### config.mk
export PLATFORM = sky130hd
export DESIGN_NAME = w_writeback
export DESIGN_NICKNAME = d
export VERILOG_FILES = /design/src/rtl/wb_pkg.sv /design/src/rtl/w_load_ext.sv /design/src/rtl/w_writeback.sv
export SDC_FILE = /design/constraint.sdc
export NUM_CORES = 1
export LEC_CHECK = 0
export ABC_AREA = 1
export CORE_UTILIZATION = 41
export CTS_CLUSTER_DIAMETER = 120
export DETAILED_ROUTE_END_ITERATION = 8
export HOLD_SLACK_MARGIN = 0.12
export PLACE_DENSITY = 0.75
export SYNTH_ARGS = -nofsm -noshare
export SYNTH_HDL_FRONTEND = slang
export SYNTH_SLANG_ARGS = --single-unit
### constraint.sdc
create_clock -name clk -period 2.6 [get_ports clk]
set_clock_uncertainty 0.2 [all_clocks]
set_input_delay 0.52 -clock clk [delete_from_list [all_inputs] [get_ports clk]]
set_output_delay 0.52 -clock clk [all_outputs]
set_load 0.02 [all_outputs]
### src/rtl/wb_pkg.sv
// Shared encodings for the write-back stage: WDSel sources, load types, PC+8 offset.
// Latency: n/a (constants only).
// Backpressure: n/a.
package wb_pkg;

  // Write-back value source, as carried in M_WDSel
  typedef enum logic [1:0] {
    WD_ALU = 2'd0,
    WD_DM  = 2'd1,
    WD_PC8 = 2'd2,
    WD_MD  = 2'd3
  } wdsel_e;

  // Load extension mode, as carried in M_LoadType; 5-7 behave as LD_W
  typedef enum logic [2:0] {
    LD_W  = 3'd0,
    LD_BU = 3'd1,
    LD_B  = 3'd2,
    LD_HU = 3'd3,
    LD_H  = 3'd4
  } ldtype_e;

  // Link value for jal/jalr: return address skips the delay slot
  localparam int unsigned PC8_OFF = 8;

endpackage

### src/rtl/w_load_ext.sv
// Load data extension: picks byte/half from an aligned word and zero/sign-extends it.
// Latency: purely combinational.
// Backpressure: none; output follows inputs.
module w_load_ext
  import wb_pkg::*;
#(
  parameter int DW = 32
) (
  input  logic [DW-1:0] data,
  input  logic [1:0]    off,
  input  logic [2:0]    ld_type,
  output logic [DW-1:0] ext
);

  logic [7:0]  byte_sel;
  logic [15:0] half_sel;

  // Byte lane chosen by the low address bits
  always_comb begin
    byte_sel = data[7:0];
    case (off)
      2'd1:    byte_sel = data[15:8];
      2'd2:    byte_sel = data[23:16];
      2'd3:    byte_sel = data[31:24];
      default: byte_sel = data[7:0];
    endcase
  end

  // Halfword lane uses off[1] only; misaligned off[0] is deliberately ignored
  assign half_sel = off[1] ? data[31:16] : data[15:0];

  // Extension by load type; unknown types fall back to the full word
  always_comb begin
    ext = data;
    case (ld_type)
      LD_BU:   ext = {{(DW-8){1'b0}}, byte_sel};
      LD_B:    ext = {{(DW-8){byte_sel[7]}}, byte_sel};
      LD_HU:   ext = {{(DW-16){1'b0}}, half_sel};
      LD_H:    ext = {{(DW-16){half_sel[15]}}, half_sel};
      default: ext = data;
    endcase
  end

endmodule

### src/rtl/w_writeback.sv
// W stage: registers M results, selects write-back data, drives RF write port / W forwarding.
// Latency: one register; outputs valid the cycle after M inputs are sampled. Optional trace: WB_TRACE_EN.
// Backpressure: none; the stage always advances (no stall, no flush).
module w_writeback
  import wb_pkg::*;
#(
  parameter int DW = 32,
  parameter int RW = 5
) (
  input  logic          clk,
  input  logic          reset,
  input  logic          M_valid,
  input  logic          M_RegWrite,
  input  logic [RW-1:0] M_A3,
  input  logic [1:0]    M_WDSel,
  input  logic [2:0]    M_LoadType,
  input  logic [DW-1:0] M_PC,
  input  logic [DW-1:0] M_ALUOut,
  input  logic [DW-1:0] M_DMRD,
  input  logic [DW-1:0] M_MDOut,
  output logic          we,
  output logic [RW-1:0] A3,
  output logic [DW-1:0] WD3,
  output logic [DW-1:0] PC,
  output logic [31:0]   retire_cnt
);

  logic          w_valid;
  logic          w_regwrite;
  logic [RW-1:0] w_a3;
  logic [1:0]    w_wdsel;
  logic [2:0]    w_loadtype;
  logic [DW-1:0] w_pc;
  logic [DW-1:0] w_aluout;
  logic [DW-1:0] w_dmrd;
  logic [DW-1:0] w_mdout;
  logic [DW-1:0] load_val;
  logic [DW-1:0] wd_sel;

  // Pipeline register: capture every M-stage field each cycle
  always_ff @(posedge clk) begin
    if (reset) begin
      w_valid    <= 1'b0;
      w_regwrite <= 1'b0;
      w_a3       <= '0;
      w_wdsel    <= '0;
      w_loadtype <= '0;
      w_pc       <= '0;
      w_aluout   <= '0;
      w_dmrd     <= '0;
      w_mdout    <= '0;
    end else begin
      w_valid    <= M_valid;
      w_regwrite <= M_RegWrite;
      w_a3       <= M_A3;
      w_wdsel    <= M_WDSel;
      w_loadtype <= M_LoadType;
      w_pc       <= M_PC;
      w_aluout   <= M_ALUOut;
      w_dmrd     <= M_DMRD;
      w_mdout    <= M_MDOut;
    end
  end

  w_load_ext #(.DW(DW)) u_load_ext (
    .data    (w_dmrd),
    .off     (w_aluout[1:0]),
    .ld_type (w_loadtype),
    .ext     (load_val)
  );

  // Write-back source mux on the registered select
  always_comb begin
    wd_sel = w_aluout;
    case (w_wdsel)
      WD_ALU:  wd_sel = w_aluout;
      WD_DM:   wd_sel = load_val;
      WD_PC8:  wd_sel = w_pc + DW'(PC8_OFF);
      WD_MD:   wd_sel = w_mdout;
      default: wd_sel = w_aluout;
    endcase
  end

  // Bubbles and $0 writes are zeroed so they can never hit a forwarding compare
  assign we  = w_valid & w_regwrite & (w_a3 != '0);
  assign A3  = we ? w_a3 : '0;
  assign WD3 = we ? wd_sel : '0;
  assign PC  = w_pc;

  // Count committed writes; reset clears and also suppresses the write in flight
  always_ff @(posedge clk) begin
    if (reset) begin
      retire_cnt <= '0;
    end else if (we) begin
      retire_cnt <= retire_cnt + 32'd1;
    end
  end

`ifdef WB_TRACE_EN
  // Simulation-only commit trace
  always @(posedge clk) begin
    if (!reset && we) begin
      $display("%0t@%08h: $%0d <= %08h", $time, PC, A3, WD3);
    end
  end
`endif

endmodule

==> impl_metrics.json <==
{
  "via_per_inst": 4.778,
  "rsz0062_at_grt": "true",
  "numCtsBuffers": 17,
  "yosysTopAreaCellShare": 0.3896,
  "num_rows": 53,
  "synth_fp_nets": 1620,
  "num_io_pins": 244,
  "overflow": 0,
  "die_y_um": 148.8,
  "slew_violations": 0,
  "dp_cells": 2077,
  "endpoint_kind": "output port",
  "routedWlPerCell_um": 15.00,
  "htree_levels": 4,
  "slew_headroom": 0.7109,
  "power.density_nw_per_um2": 474.4,
  "syn2layout_area_growth_pct": 59.91,
  "drt_first_iter_violations": 836,
  "cts_tree": "yes",
  "grt_antenna_before_repair": 0,
  "layout.cells.non_filler": 2139,
  "core_um2": 21090,
  "synthAdderAreaFrac": 0.002831,
  "synth-async-reset-ratio": 0,
  "crit_path_max_fanout": 8,
  "period_share": 1.085,
  "clk_pin_slew_worst_paths_ns": 0.07,
  "synth_commonest_cells": "407 x nand2_1, 335 x nor2_1, 270 x inv_1",
  "gp_congestion": 0.9416,
  "hold_class": "input port to flop",
  "clkLatencyLatePin_ns": 0.44,
  "syn_inst": 1476,
  "cts_root_buf": "clkbuf_16",
  "crit_required_ns": 1.88,
  "power_mw": 6.704,
  "die-area_um2": 22150,
  "worst_ep_arrival_time_ns": 2.10,
  "setup_ws_ns": -0.2207,
  "fp.dieW_um": 148.8,
  "ir_worst_vdd_uv": 403.6,
  "synth_cell_types": 32,
  "synth_compound_area_frac": 0.07659,
  "seq_area_frac_synth": 0.3896,
  "drc_errors": 0,
  "fillers": 1909,
  "cts.sinks": 172,
  "synth_area_leaders": "dfxtp_1 39%, nand2_1 17%, nor2_1 14%, inv_1 11%, nand3_1 4.9%",
  "grt_max_degree": 56,
  "synth_area_um2": 8838,
  "avgSynthCellArea_um2": 5.988,
  "min_period_ns": 2.821,
  "nets": 1995,
  "hold_violations": 0,
  "start_kind": "flop",
  "violations": "negative setup slack",
  "synth_top_family_by_area": "simple AND/OR/NAND/NOR gates",
  "grtUsageTotal": 0.2863,
  "grt_pass1_wl_mm": 49.20,
  "status": "finished with violations",
  "synthMuxAreaShare": 0,
  "yosysMostFrequentCell": "nand2_1",
  "leakage_nw": 6.611,
  "routed_wirelength_mm": 32.08,
  "drt_first_pass_iters": 6,
  "cts.path.max_buffers": 2,
  "grt_pass1_vias": 9682,
  "yosys_warnings": 0,
  "synth_xor_area_frac": 0.002973,
  "dp.final_hpwl_mm": 23.89,
  "synth_top_area_cell": "dfxtp_1",
  "start_util": 0.4191,
  "drv_cap": 0,
  "antenna_cells": 0,
  "fmax_mhz": 354.5,
  "drive_above_1_share": 0.2275,
  "vias": 10220,
  "synth_seq_cells": 172,
  "path_class": "flop to output port",
  "drtAntennaViolNets": 0,
  "synthFlopType": "dfxtp_1",
  "io_buffers": 243,
  "synth_enable_flop_cells": 0,
  "synthSimpleGateAreaFrac": 0.3853,
  "finalSetupViolations": 31,
  "tightest_slew_ns": 0.4337
}
[worst max-delay path, stage by stage, from the launching register on]
cell and delay, ns:
dfxtp_4 0.37, nor2_4 0.17, o21ai_4 0.09, buf_6 0.13, nand2_8 0.09, nand3_4 0.14, buf_12 0.19, nand2_2 0.07
nand2_2 0.08, nor2_1 0.11, nor2_1 0.05, buf_4 0.15
[state kept, by name, indices dropped and copies added (netlist names), 2 cells and up]
signal,cells
PC,32
retire_cnt,32
w_a3,5
w_aluout,32
w_dmrd,32
w_loadtype,3
w_mdout,32
w_wdsel,2
[layout make-up]
type	count	area (um^2)	area share
Clock buffer	21	480.5	0.03399
Inverter	275	1041	0.07365
Clock inverter	11	132.6	0.009384
Tap cell	275	344.1	0.02434
Multi-Input combinational cell	979	4831	0.3418
Timing Repair Buffer	406	3801	0.2689
Sequential cell	172	3503	0.2479
[path summary, 6_finish.rpt]
check	from	end	slack [ns]	cells past startpoint
max	w_loadtype[0]	WD3[29]	-0.22	11
min	reset	retire_cnt[23]	0.26	2
min reg2reg	retire_cnt[6]	retire_cnt[6]	0.31	2
max reg2reg	w_a3[1]	retire_cnt[17]	0.49	11
[where the power goes]
part / leakage (nW) / switching, mW / internal, mW
logic: 4.87 / 0.615 / 0.594
registers: 1.43 / 0.0866 / 2.75
clock network: 0.302 / 1.13 / 1.53
[routing by layer]
layer,part of all wire,routed length [um],global-route usage
met1,0.43,13650,0.3628
met2,0.47,15090,0.4834
met5,0,0,0
met3,0.074,2372,0.05413
met4,0.030,968,0.1026
[per-stage QoR]
step | util | setup TNS, ns | hold slack [ns] | worst slack (ns) | instance area, um^2
final | 0.6702 | -4.488 | 0.2590 | -0.2207 | 14130
after floorplan | - | 0 | 0.3584 | 0.04388 | 8838
after CTS | 0.6519 | -3.643 | 0.2539 | -0.1781 | 13750
after global placement | 0.5911 | -6.835 | 0.2825 | -0.3687 | 12460
after detailed placement | 0.5911 | -7.086 | 0.2883 | -0.3664 | 12460
after global routing | 0.6702 | -7.490 | 0.2633 | -0.2969 | 14130
[placed cells by master, fill, tap and decap left out, drive strengths merged, types with 2 or more instances in the layout]
master           n
o21ai           56
dlygate4sd2      3
buf            196
inv            277
clkbuf          21
a21oi           41
bufinv           2
xor2             3
o21a             2
clkdlybuf4s50  206
clkinvlp         2
clkinv           5
nand4            5
dfxtp          172
nand3b          10
o21bai           9
nor2           336
nor3             2
nand2          410
ha               2
o211ai           9
nand3           89
[what timing repair did]
| action | in CTS | in global routing |
|---|---|---|
| setup endpoints to repair | 36 | 33 |
| resized for setup | 344 | 108 |
| buffers inserted | 20 | 12 |
| cloned | 3 | 0 |
| hold buffers | 0 | 0 |
| pin swaps | 56 | 56 |
[cell families after synthesis]
kind of cell             Yosys count
AND/OR/NAND/NOR                  852
XOR/XNOR                           3
adder cells (fa/ha/maj)            2
buffers and inverters            326
flip-flops                       172
AO/OA/AOI/OAI                    121
No activity file was read; power rests on OpenSTA's default activity.
